**src/rtl/if_stage_pkg.sv**
```systemverilog
// Shared core definitions for the fetch and decode stages: bubble encoding,
// reset vector, fetch FSM encoding and the IF/ID bus layout.
package if_stage_pkg;

    localparam int          IF_ID_W      = 64;
    localparam logic [31:0] NOP_INST_DEF = 32'h0000_0033;
    localparam logic [31:0] RESET_PC_DEF = 32'h0000_0000;

    localparam logic [1:0] ST_IDLE = 2'd0;
    localparam logic [1:0] ST_REQ  = 2'd1;
    localparam logic [1:0] ST_WAIT = 2'd2;
    localparam logic [1:0] ST_DROP = 2'd3;

    typedef struct packed {
        logic [31:0] inst;
        logic [31:0] pc;
    } if_id_t;

endpackage

```
**src/rtl/if_stage_fetch_buf.sv**
```systemverilog
// Two-entry FIFO holding fetched {inst, pc} words between memory and decode.
// Flush wins over a same-cycle push or pop; callers only pop when non-empty.
module fetch_buf
    import if_stage_pkg::*;
#(
    parameter int W = IF_ID_W
) (
    input  logic         clk,
    input  logic         rst_n,
    input  logic         push,
    input  logic [W-1:0] push_data,
    input  logic         pop,
    input  logic         flush,
    output logic         full,
    output logic         empty,
    output logic [1:0]   count,
    output logic [W-1:0] head
);

    logic [W-1:0] mem [2];
    logic         rd_ptr;
    logic         wr_ptr;

    always_ff @(posedge clk or negedge rst_n) begin
        if (!rst_n) begin
            rd_ptr <= 1'b0;
            wr_ptr <= 1'b0;
            count  <= 2'd0;
        end else if (flush) begin
            rd_ptr <= 1'b0;
            wr_ptr <= 1'b0;
            count  <= 2'd0;
        end else begin
            if (push) wr_ptr <= ~wr_ptr;
            if (pop)  rd_ptr <= ~rd_ptr;
            count <= count + {1'b0, push} - {1'b0, pop};
        end
    end

    always_ff @(posedge clk) begin
        if (push && !flush) mem[wr_ptr] <= push_data;
    end

    assign full  = (count == 2'd2);
    assign empty = (count == 2'd0);
    assign head  = mem[rd_ptr];

    // The fetch FSM never lets FIFO plus in-flight exceed two words.
    a_no_overflow: assert property (@(posedge clk) disable iff (!rst_n)
        !(push && full && !flush));

endmodule

```
**src/rtl/if_stage.sv**
```systemverilog
// Instruction fetch stage: one outstanding imem request at a time, a 2-entry
// buffer to decode, redirect flush with drop of any in-flight response.
module if_stage
    import if_stage_pkg::*;
#(
    parameter logic [31:0] RESET_PC = RESET_PC_DEF,
    parameter logic [31:0] NOP_INST = NOP_INST_DEF
) (
    input  logic               clk,
    input  logic               rst_n,
    input  logic               stall_flag,
    input  logic               br_jmp_flag,
    input  logic [31:0]        br_target,
    input  logic               trap_flag,
    input  logic [31:0]        trap_vector,
    output logic               imem_req,
    output logic [31:0]        imem_addr,
    input  logic               imem_rvalid,
    input  logic [31:0]        imem_rdata,
    output logic [IF_ID_W-1:0] if_id_bus_out,
    output logic [1:0]         dbg_state
);

    logic [1:0]         state, state_nxt;
    logic [31:0]        fetch_pc, fetch_pc_nxt;
    logic [31:0]        req_pc;
    logic [31:0]        last_pc;
    logic [31:0]        redir_pc;
    logic               redirect, outstanding;
    logic               push, pop, full, empty;
    logic [1:0]         occ, occ_nxt;
    logic [IF_ID_W-1:0] head;
    if_id_t             push_word;

    assign redirect    = trap_flag | br_jmp_flag;
    assign redir_pc    = trap_flag ? trap_vector : br_target;
    assign pop         = !empty && !stall_flag && !redirect;
    assign push        = (state == ST_WAIT) && imem_rvalid && !redirect;
    assign occ_nxt     = occ + {1'b0, push} - {1'b0, pop};
    assign push_word   = '{inst: imem_rdata, pc: req_pc};
    // A request issued in REQ this cycle is in flight even if we redirect now.
    assign outstanding = (state == ST_REQ) ||
                         (((state == ST_WAIT) || (state == ST_DROP)) && !imem_rvalid);

    fetch_buf #(.W(IF_ID_W)) u_fetch_buf (
        .clk       (clk),
        .rst_n     (rst_n),
        .push      (push),
        .push_data (push_word),
        .pop       (pop),
        .flush     (redirect),
        .full      (full),
        .empty     (empty),
        .count     (occ),
        .head      (head)
    );

    always_comb begin
        state_nxt    = state;
        fetch_pc_nxt = fetch_pc;
        case (state)
            ST_IDLE: if (!full || pop) state_nxt = ST_REQ;
            ST_REQ: begin
                fetch_pc_nxt = fetch_pc + 32'd4;
                state_nxt    = ST_WAIT;
            end
            ST_WAIT: if (imem_rvalid) state_nxt = (occ_nxt < 2'd2) ? ST_REQ : ST_IDLE;
            ST_DROP: if (imem_rvalid) state_nxt = ST_REQ;
            default: state_nxt = ST_IDLE;
        endcase
        if (redirect) begin
            fetch_pc_nxt = redir_pc;
            state_nxt    = outstanding ? ST_DROP : ST_REQ;
        end
    end

    always_ff @(posedge clk or negedge rst_n) begin
        if (!rst_n) begin
            state    <= ST_IDLE;
            fetch_pc <= RESET_PC;
            req_pc   <= RESET_PC;
            last_pc  <= RESET_PC;
        end else begin
            state    <= state_nxt;
            fetch_pc <= fetch_pc_nxt;
            if (state == ST_REQ) req_pc <= imem_addr;
            if (!empty) last_pc <= head[31:0];
        end
    end

    assign imem_req      = (state == ST_REQ);
    assign imem_addr     = {fetch_pc[31:2], 2'b00};
    assign if_id_bus_out = empty ? {NOP_INST, last_pc} : head;
    assign dbg_state     = state;

endmodule

```
**config.mk**
```make
export PLATFORM = sky130hd
export DESIGN_NAME = if_stage
export DESIGN_NICKNAME = d
export VERILOG_FILES = /design/src/rtl/if_stage_pkg.sv /design/src/rtl/if_stage_fetch_buf.sv /design/src/rtl/if_stage.sv
export SDC_FILE = /design/constraint.sdc
export NUM_CORES = 1
export LEC_CHECK = 0
export ABC_AREA = 0
export CAP_MARGIN = 20
export CORE_MARGIN = 2
export CORE_UTILIZATION = 55
export CTS_CLUSTER_DIAMETER = 200
export DETAILED_ROUTE_END_ITERATION = 16
export PLACE_DENSITY = 0.94
export SLEW_MARGIN = 10
export SYNTH_ARGS = -nofsm -noshare
export SYNTH_HDL_FRONTEND = slang
export SYNTH_HIERARCHICAL = 1
export SYNTH_SLANG_ARGS = --single-unit
export TNS_END_PERCENT = 50
```
**constraint.sdc**
```tcl
create_clock -name clk -period 11 [get_ports clk]
set_input_delay 3.3 -clock clk [delete_from_list [all_inputs] [get_ports clk]]
set_output_delay 3.3 -clock clk [all_outputs]
set_load 0.05 [all_outputs]
```
# Word-level counts from Yosys, hierarchy flattened
# Memories as Yosys holds them, arrays and structs flattened.
# Cells that the tools add are included.
op_classes:
  addsub: 3
  order_cmp: 1
  n_eq_ne: 7
  muxes: 18
  n_bitwise: 3
  reduce_logical: 20
op_table:
  columns: ["op", "count"]
  rows:
  - ["$mux 32", 3]
  - ["$mux 64", 1]
  - ["$add 32x3->32 const B", 1]
  - ["$mux 2", 6]
  - ["$ne 3x2->1 const B", 3]
  - ["$pmux 2 s4", 1]
  - ["$mux 1", 7]
  - ["$eq 2x2->1 const B", 3]
  - ["$logic_and 1x1->1", 6]
  - ["$reduce_bool 2->1", 3]
  - ["$logic_not 1->1", 5]
  - ["$logic_not 2->1", 2]
  - ["$logic_or 1x1->1", 3]
  - ["$reduce_and 3->1", 1]
  - ["$add 2x1->2", 1]
  - ["$eq 2x1->1 const B", 1]
  - ["$lt 2x2->1 const B", 1]
  - ["$not 1->1", 2]
  - ["$sub 2x1->2", 1]
  - ["$or 1x1->1", 1]
word_totals:
  regBits: 100
  mem_bits_rw: 124
  input_bits: 102
  out_inout_bits: 99
  wordCells: 60
  memories: 1
memory_table:
  columns: ["name", "words", "width", "read_ports", "rd_clocked_by_memory_dff", "write_ports", "line", "source"]
  rows:
  - ["u_fetch_buf.mem", 2, 62, 1, 0, 1, "if_stage_fetch_buf.sv:20", "logic [W-1:0] mem [2];"]

# Depth between registers and ports, before layout
# Gate-level depths: netlist of the first run.
logic_depth:
  ltp_word: 10
  mapped_depth: 10

# Cells and area by module
# The synthesis of the first run kept the hierarchy.
by_module_without_submodules:
  columns: ["mod", "instances", "cells_each", "area_each_um2"]
  rows:
  - ["fetch_buf", 1, 218, 5041.1]
  - ["if_stage", 1, 514, 4976.0]

# Worst setup path after synthesis of the first run
# Ideal clock, no wire load.
synth_timing:
  kind: "input -> register"
  from: "input trap_flag"
  to: "memory u_fetch_buf/mem[0][0] (netlist name), enable pin"
  setup_time_ns: 0.578
  arrival_time_ns: 8.965
  required_ns: 10.422
  setup_slack_ns: 1.457
  path_stages: 5
  n_path_buf: 2
  cell_sequence: "clkbuf_1 > nor2_1 > clkbuf_8 > and4_1 > nor3b_1"
synth_between:
  elab_chain_len: 6
synth_lines:
  columns: ["element", "line", "source"]
  rows:
  - ["from (decl)", "if_stage.sv:14", "input logic trap_flag,"]
  - ["$or 1x1->1", "if_stage.sv:35", "assign redirect = trap_flag | br_jmp_flag;"]
  - ["$logic_not 1->1", "if_stage.sv:38", "assign push = (state == ST_WAIT) && imem_rvalid && !redirect;"]
  - ["$logic_and 1x1->1", "if_stage.sv:38", null]
  - ["via push", "if_stage.sv:30", "logic push, pop, full, empty;"]
  - ["$logic_and 1x1->1", "if_stage_fetch_buf.sv:41", "if (push && !flush) mem[wr_ptr] <= push_data;"]
  - ["$mux 1", "if_stage_fetch_buf.sv:41", null]
  - ["$mux 1 (implied by the code)", "if_stage_fetch_buf.sv:41", null]
  - ["to (decl)", "if_stage_fetch_buf.sv:20", null]
# The timed path passes the listed nets, and every way through them passes these cells.

# Final worst setup path of the first run
layout_timing:
  from: "input br_jmp_flag"
  to: "memory u_fetch_buf/mem[1][54] (netlist name), enable pin"
layout_between:
  elab_chain_len: 6
layout_lines:
  columns: ["element", "line", "source"]
  rows:
  - ["from (decl)", "if_stage.sv:12", "input logic br_jmp_flag,"]
  - ["$or 1x1->1 *", "if_stage.sv:35", null]
  - ["$logic_not 1->1 *", "if_stage_fetch_buf.sv:41, if_stage.sv:38", null]
  - ["$logic_and 1x1->1", "if_stage.sv:38", null]
  - ["$logic_and 1x1->1 *", "if_stage_fetch_buf.sv:41", null]
  - ["$mux 1 *", "if_stage_fetch_buf.sv:41", null]
  - ["$mux 1 (implied by the code) *", "if_stage_fetch_buf.sv:41", null]
# Mark *: on every way between the ends. The rest lies on a longest branch, timed or not.

==> flow_summary.ini, run 1 <==
[grt]
grt_pass1_wl_um = 36900
grt.overflow.total = 0
grt_max_degree = 71
grt_util_all_layers = 0.239
antenna_found_initial = 1
grt_pass1_vias = 6813

[clock_network]
cts-resized-gates = 0
cts_buffer_depth = 3
hold_buffers = 0
cts_sinks = 226
clkTransAtPathRegs_ns = 0.06
h-tree-depth = 1
numCtsBuffers = 22
root_buffer = clkbuf_16
cts_setup_buffers = 0
cts_tree = built
insertion_delay_ns = 0.50

[critical_path]
path_common_cell = buf_4
critPathCaptureType = flip-flop
critPathKind = primary input to flip-flop
cp_max_fo = 39
crit_required_ns = 11.13
crit_chain = clkdlybuf4s50_1, nor2_2, buf_4, inv_1, and3b_2, buf_4
rr_worst_depth = 6
cp_slowest_stage_delay_ns = 0.85
startpoint_type = primary input
r2r-end = fetch_pc[20]
worstReg2RegStart = dbg_state[1]
rrSetupSlack_ns = 8.02
critPathArrivalTime_ns = 6.59
cpMaxStageDelayCell = and3b_2

[logic_synthesis]
synth_cells = 732
synth_warnings = 6
synth_area_leaders = edfxtp_1 38%, dfrtp_1 24%, mux2_4 7.5%, mux2_2 5.3%, nand2_1 3.8%
ys.flop_type = edfxtp_1
synth_area_um2 = 10000
synth_top_cell_area_share = 0.384
ys_types = 62
async_flop_share = 0.434
ys_seq_area_frac = 0.629
ys_seq_elements = 226
syn_area_per_cell_um2 = 13.7
synth-edff-count = 128
synth_area_leader_cell = edfxtp_1

[min_path]
hp-start = req_pc[10]
min_path_type = flip-flop to flip-flop
min_path_cells = 0
min_to = u_fetch_buf/mem[1][10]

[detailed_routing]
first_pass_iters = 4
drt-total-wl_um = 23200
wl_per_cell_um = 19.8
antenna_left = 0
via_per_inst = 5.82
first_iter_violations = 596
route.vias.total = 6795
drc = 0

[sta]
rsz0062_at_grt = no
slew_headroom = 0.302
skew_ns = 0.0133
setup_violations = 0
hold_viol = 0
tightest_slew_ns = 1.05
tns_ns = 0
finalMaxSlewViolations = 0
period_needed_ns = 6.46
fmax_mhz = 155
fin_crit_sh = 0.587

[layout]
drive_gt1_frac = 0.167
area_growth_pct = 27.8
nFillCells = 1162
fin_nets = 1028

[placement]
io_buffers = 194
gp_congestion = 0.863
dp_hpwl_um = 15100

[floorplanning]
fp-row-count = 49
die_w_um = 139
fp.coreArea_um2 = 17900
io_pins = 201
die_area_um2 = 19300
start_util = 0.560
die_y_um = 139

[job]
maxCapViolCount = 0

[pwr]
peakVddDrop_v = 0.000103
p_total_w = 0.00242
p_per_area_nw_per_um2 = 189
p_leak_nw = 4.91

[run_status]
outcome = finished clean
layer usage:
layer  share of wire  track usage
met1            0.40        0.312
met2            0.50        0.409
met3           0.080       0.0449
met4           0.030       0.0787
met5               0            0
layout make-up:
class | count | area [µm²] | area share
flip-flops and latches | 226 | 6300 | 0.492
clock inverters | 5 | 48.8 | 0.00381
inverters | 16 | 60.1 | 0.00469
repair buffers | 202 | 2020 | 0.158
multi-input cells | 454 | 3420 | 0.267
clock buffers | 35 | 661 | 0.0516
diodes | 1 | 2.50 | 0.000196
well taps | 229 | 287 | 0.0224
cell usage after synthesis (5+ instances only):
library cell,number
dfrtp_1,98
nand2_1,102
edfxtp_1,128
a21oi_1,12
nand3_1,10
mux2_4,50
o21ai_0,18
buf_6,9
mux2_2,47
and4_1,7
nand2b_1,5
o31ai_1,12
nor2b_1,40
and2_1,6
o22ai_1,10
or4_1,7
a31oi_1,9
nor2_1,11
mux2i_1,5
clkbuf_1,19
a211oi_1,17
inv_1,15
xnor2_1,7
nor3_1,6
nand4_1,8
sequential cells by signal (all words and copies together) (netlist names):
signal and flops:
dbg_state 2, fetch_pc 30, last_pc 32, req_pc 30, u_fetch_buf/count 2, u_fetch_buf/mem 128
u_fetch_buf/rd_ptr 1, u_fetch_buf/wr_ptr 1
cells in the final DEF (no fill, tap or decap), types with 7 or more instances in the layout:
master,synthesis,routed
clkdlybuf4s50_1,0,193
edfxtp_1,128,128
nand2_1,102,102
dfrtp_1,98,97
mux2_4,50,50
mux2_2,47,47
nor2b_1,40,40
clkbuf_16,0,23
o21ai_0,18,18
a211oi_1,17,17
inv_1,15,15
a21oi_1,12,12
o31ai_1,12,12
nand3_1,10,10
o22ai_1,10,10
a31oi_1,9,9
nor2_1,11,9
nand4_1,8,8
clkbuf_1,19,8
buf_4,3,8
and4_1,7,7
xnor2_1,7,7
or4_1,7,7
report_power, final:
group,leakage (nW),internal [W],switching (W)
Combinational,2.21,0.000198,0.000374
Clock,0.349,0.000434,0.000298
Sequential,2.35,0.00103,0.0000909
worst max-delay path by stage:
stage	start	to	slack, ns
final	br_jmp_flag	u_fetch_buf/mem[1][54]	4.54
after global placement	br_jmp_flag	u_fetch_buf/mem[1][57]	4.17
after detailed placement	br_jmp_flag	u_fetch_buf/mem[1][57]	4.09
after global routing	br_jmp_flag	u_fetch_buf/mem[1][54]	4.39
after floorplan	trap_flag	u_fetch_buf/mem[0][0]	1.46
after CTS	br_jmp_flag	u_fetch_buf/mem[1][54]	4.60
through the flow:
step                hold slack (ns)  std cells  area [µm²]   util  worst slack [ns]
floorplan                     0.442        737       10000      -              1.46
global placement              0.449       1126       12100  0.674              4.17
detailed placement            0.457       1127       12100  0.675              4.09
CTS                           0.475       1167       12800  0.715              4.60
global route                  0.489       1167       12800  0.715              4.39
finish                        0.471       1168       12800  0.715              4.54
kinds of logic (layout without fill, tap and decap cells):
logic type	Yosys count	count (layout)	share of synthesized area
muxes	102	102	0.133
adders and majority gates	4	4	0.00500
DFF	226	226	0.629
and+or+nand+nor	229	229	0.120
AOI/OAI and AO/OA	103	103	0.0693
xor gates and xnor gates	10	10	0.0101
buffers and inverters	57	258	0.0336
other	1	7	0.000374
worst max-delay path, delay by kind of cell:
kind          cells  cell delay (ns)
buf+inv           4             2.16
simple gates      2             1.09
Note: power is estimated with default switching activity, not from simulation.
==> inputs of run 2 (changes only) <==
- CORE_UTILIZATION: 55 -> 47
- PLACE_DENSITY: 0.94 -> 0.86
- clock period: 11 -> 5.6 ns (I/O delays scaled with it)
==> flow_summary.ini, run 2 (synthesis results as in run 1) <==
[floorplanning]
start_util = 0.478
die_area_um2 = 22500
die_w_um = 150
io_pins = 201
fp-row-count = 53
die_y_um = 150
fp.coreArea_um2 = 21000

[grt]
grt.overflow.total = 0
grt_pass1_vias = 6582
grt_pass1_wl_um = 35200
grt_max_degree = 65
antenna_found_initial = 0
grt_util_all_layers = 0.200

[sta]
slew_headroom = 0.337
tns_ns = 0
fin_crit_sh = 0.855
finalMaxSlewViolations = 0
hold_viol = 0
skew_ns = 0.0154
setup_violations = 0
fmax_mhz = 209
tightest_slew_ns = 0.994
rsz0062_at_grt = no
holdWs_ns = 0.466
period_needed_ns = 4.79

[detailed_routing]
via_per_inst = 5.37
drc = 0
first_iter_violations = 466
antenna_left = 0
drt-total-wl_um = 22300
route.vias.total = 6556
first_pass_iters = 6
wl_per_cell_um = 18.2

[pwr]
p_leak_nw = 4.92
p_total_w = 0.00467
p_per_area_nw_per_um2 = 363
peakVddDrop_v = 0.000225

[placement]
io_buffers = 194
gp_congestion = 0.842
dp_cells = 1180
place_area_um2 = 12200
dp_hpwl_um = 14900

[critical_path]
critPathArrivalTime_ns = 3.11
critPathCaptureType = output pin
cp_slowest_stage_delay_ns = 1.09
rr_worst_depth = 7
cpMaxStageDelayCell = dfrtp_4
crit_required_ns = 3.92
crit_chain = buf_4, mux2_4, nor2b_1, clkdlybuf4s50_1
path_buf_inv = 2
startpoint_type = flip-flop
critPathKind = flip-flop to output pin
crit_cells = 4
cp_max_fo = 54
path_delay_family = flip-flops

[layout]
nFillCells = 1593
layout_commonest_cell = clkdlybuf4s50_1
multi_input_area_um2 = 3430
n_antenna_cell = 0
fin_nets = 1035
layout_common_cells = 193 x clkdlybuf4s50_1, 128 x edfxtp_1, 102 x nand2_1
regMostFlops = u_fetch_buf/mem
largestRegisters = u_fetch_buf/mem x128, last_pc x32
fin_area_um2 = 12900
largest_reg_flops = 128
area_growth_pct = 28.5
regArea_um2 = 6300
instances_no_fill = 1220
drive_gt1_frac = 0.171

[min_path]
min_path_cells = 0
min_path_type = flip-flop to flip-flop

[clock_network]
clkTransAtPathRegs_ns = 0.06
cts_setup_buffers = 0
cts_sinks = 226
cts-resized-gates = 0
insertion_delay_ns = 0.51
root_buffer = clkbuf_16
cts_tree = built
cts_buffer_depth = 3
hold_buffers = 0
numCtsBuffers = 22
h-tree-depth = 1

[job]
maxCapViolCount = 0

[run_status]
outcome = finished clean
## run 2: worst register-to-register path, cell delays in order, from the launching register on
cell,delay [ns]
dfrtp_1,0.43
nor2_4,0.70
nor3_1,0.23
ha_1,0.34
inv_1,0.04
ha_1,0.18
xnor3_1,0.33
nor2_1,0.09
## run 2: final timing paths
path                                 startpoint                      to  slack (ns)
max                          u_fetch_buf/rd_ptr       if_id_bus_out[39]        0.81
min                                  req_pc[30]  u_fetch_buf/mem[1][30]        0.47
max reg2reg                u_fetch_buf/count[0]    u_fetch_buf/count[1]        3.20
min in group asynchronous                 rst_n            fetch_pc[14]        1.10
min reg2reg                          req_pc[30]  u_fetch_buf/mem[1][30]        0.47
max in group asynchronous                 rst_n      u_fetch_buf/rd_ptr        3.64
## run 2: power breakdown
group          leakage (nW)  internal, W  switching, W
Clock                 0.323     0.000773      0.000592
Combinational          2.24     0.000394      0.000721
Sequential             2.35      0.00202      0.000170
Total                  4.92      0.00319       0.00148
## run 2: area by class of cell
| class | instances | area share |
|---|---|---|
| Inverter | 16 | 0.00467 |
| Clock inverter | 5 | 0.00224 |
| Sequential cell | 226 | 0.490 |
| Timing Repair Buffer | 209 | 0.161 |
| Tap cell | 275 | 0.0267 |
| Clock buffer | 35 | 0.0490 |
| Multi-Input combinational cell | 454 | 0.266 |
## run 2: through the flow
step | worst slack (ns) | util
finish | 0.811 | 0.614
global route | 0.696 | 0.614
CTS | 0.760 | 0.614
detailed placement | 1.29 | 0.583
global placement | 1.33 | 0.583
floorplan | 0.860 | -
## run 2: per-layer routing
metal | vias to the layer above | track usage | part of all wire
li1 | 3077 | - | -
met1 | 3157 | 0.264 | 0.42
met2 | 291 | 0.338 | 0.48
met3 | 31 | 0.0433 | 0.082
met4 | 0 | 0.0495 | 0.016
met5 | - | 0 | 0
==> inputs of run 3 (changes only) <==
- GPL_TIMING_DRIVEN: not set -> 1
==> results of run 3 <==
The final DEF is identical to that of run 2; final timing and power are the same.
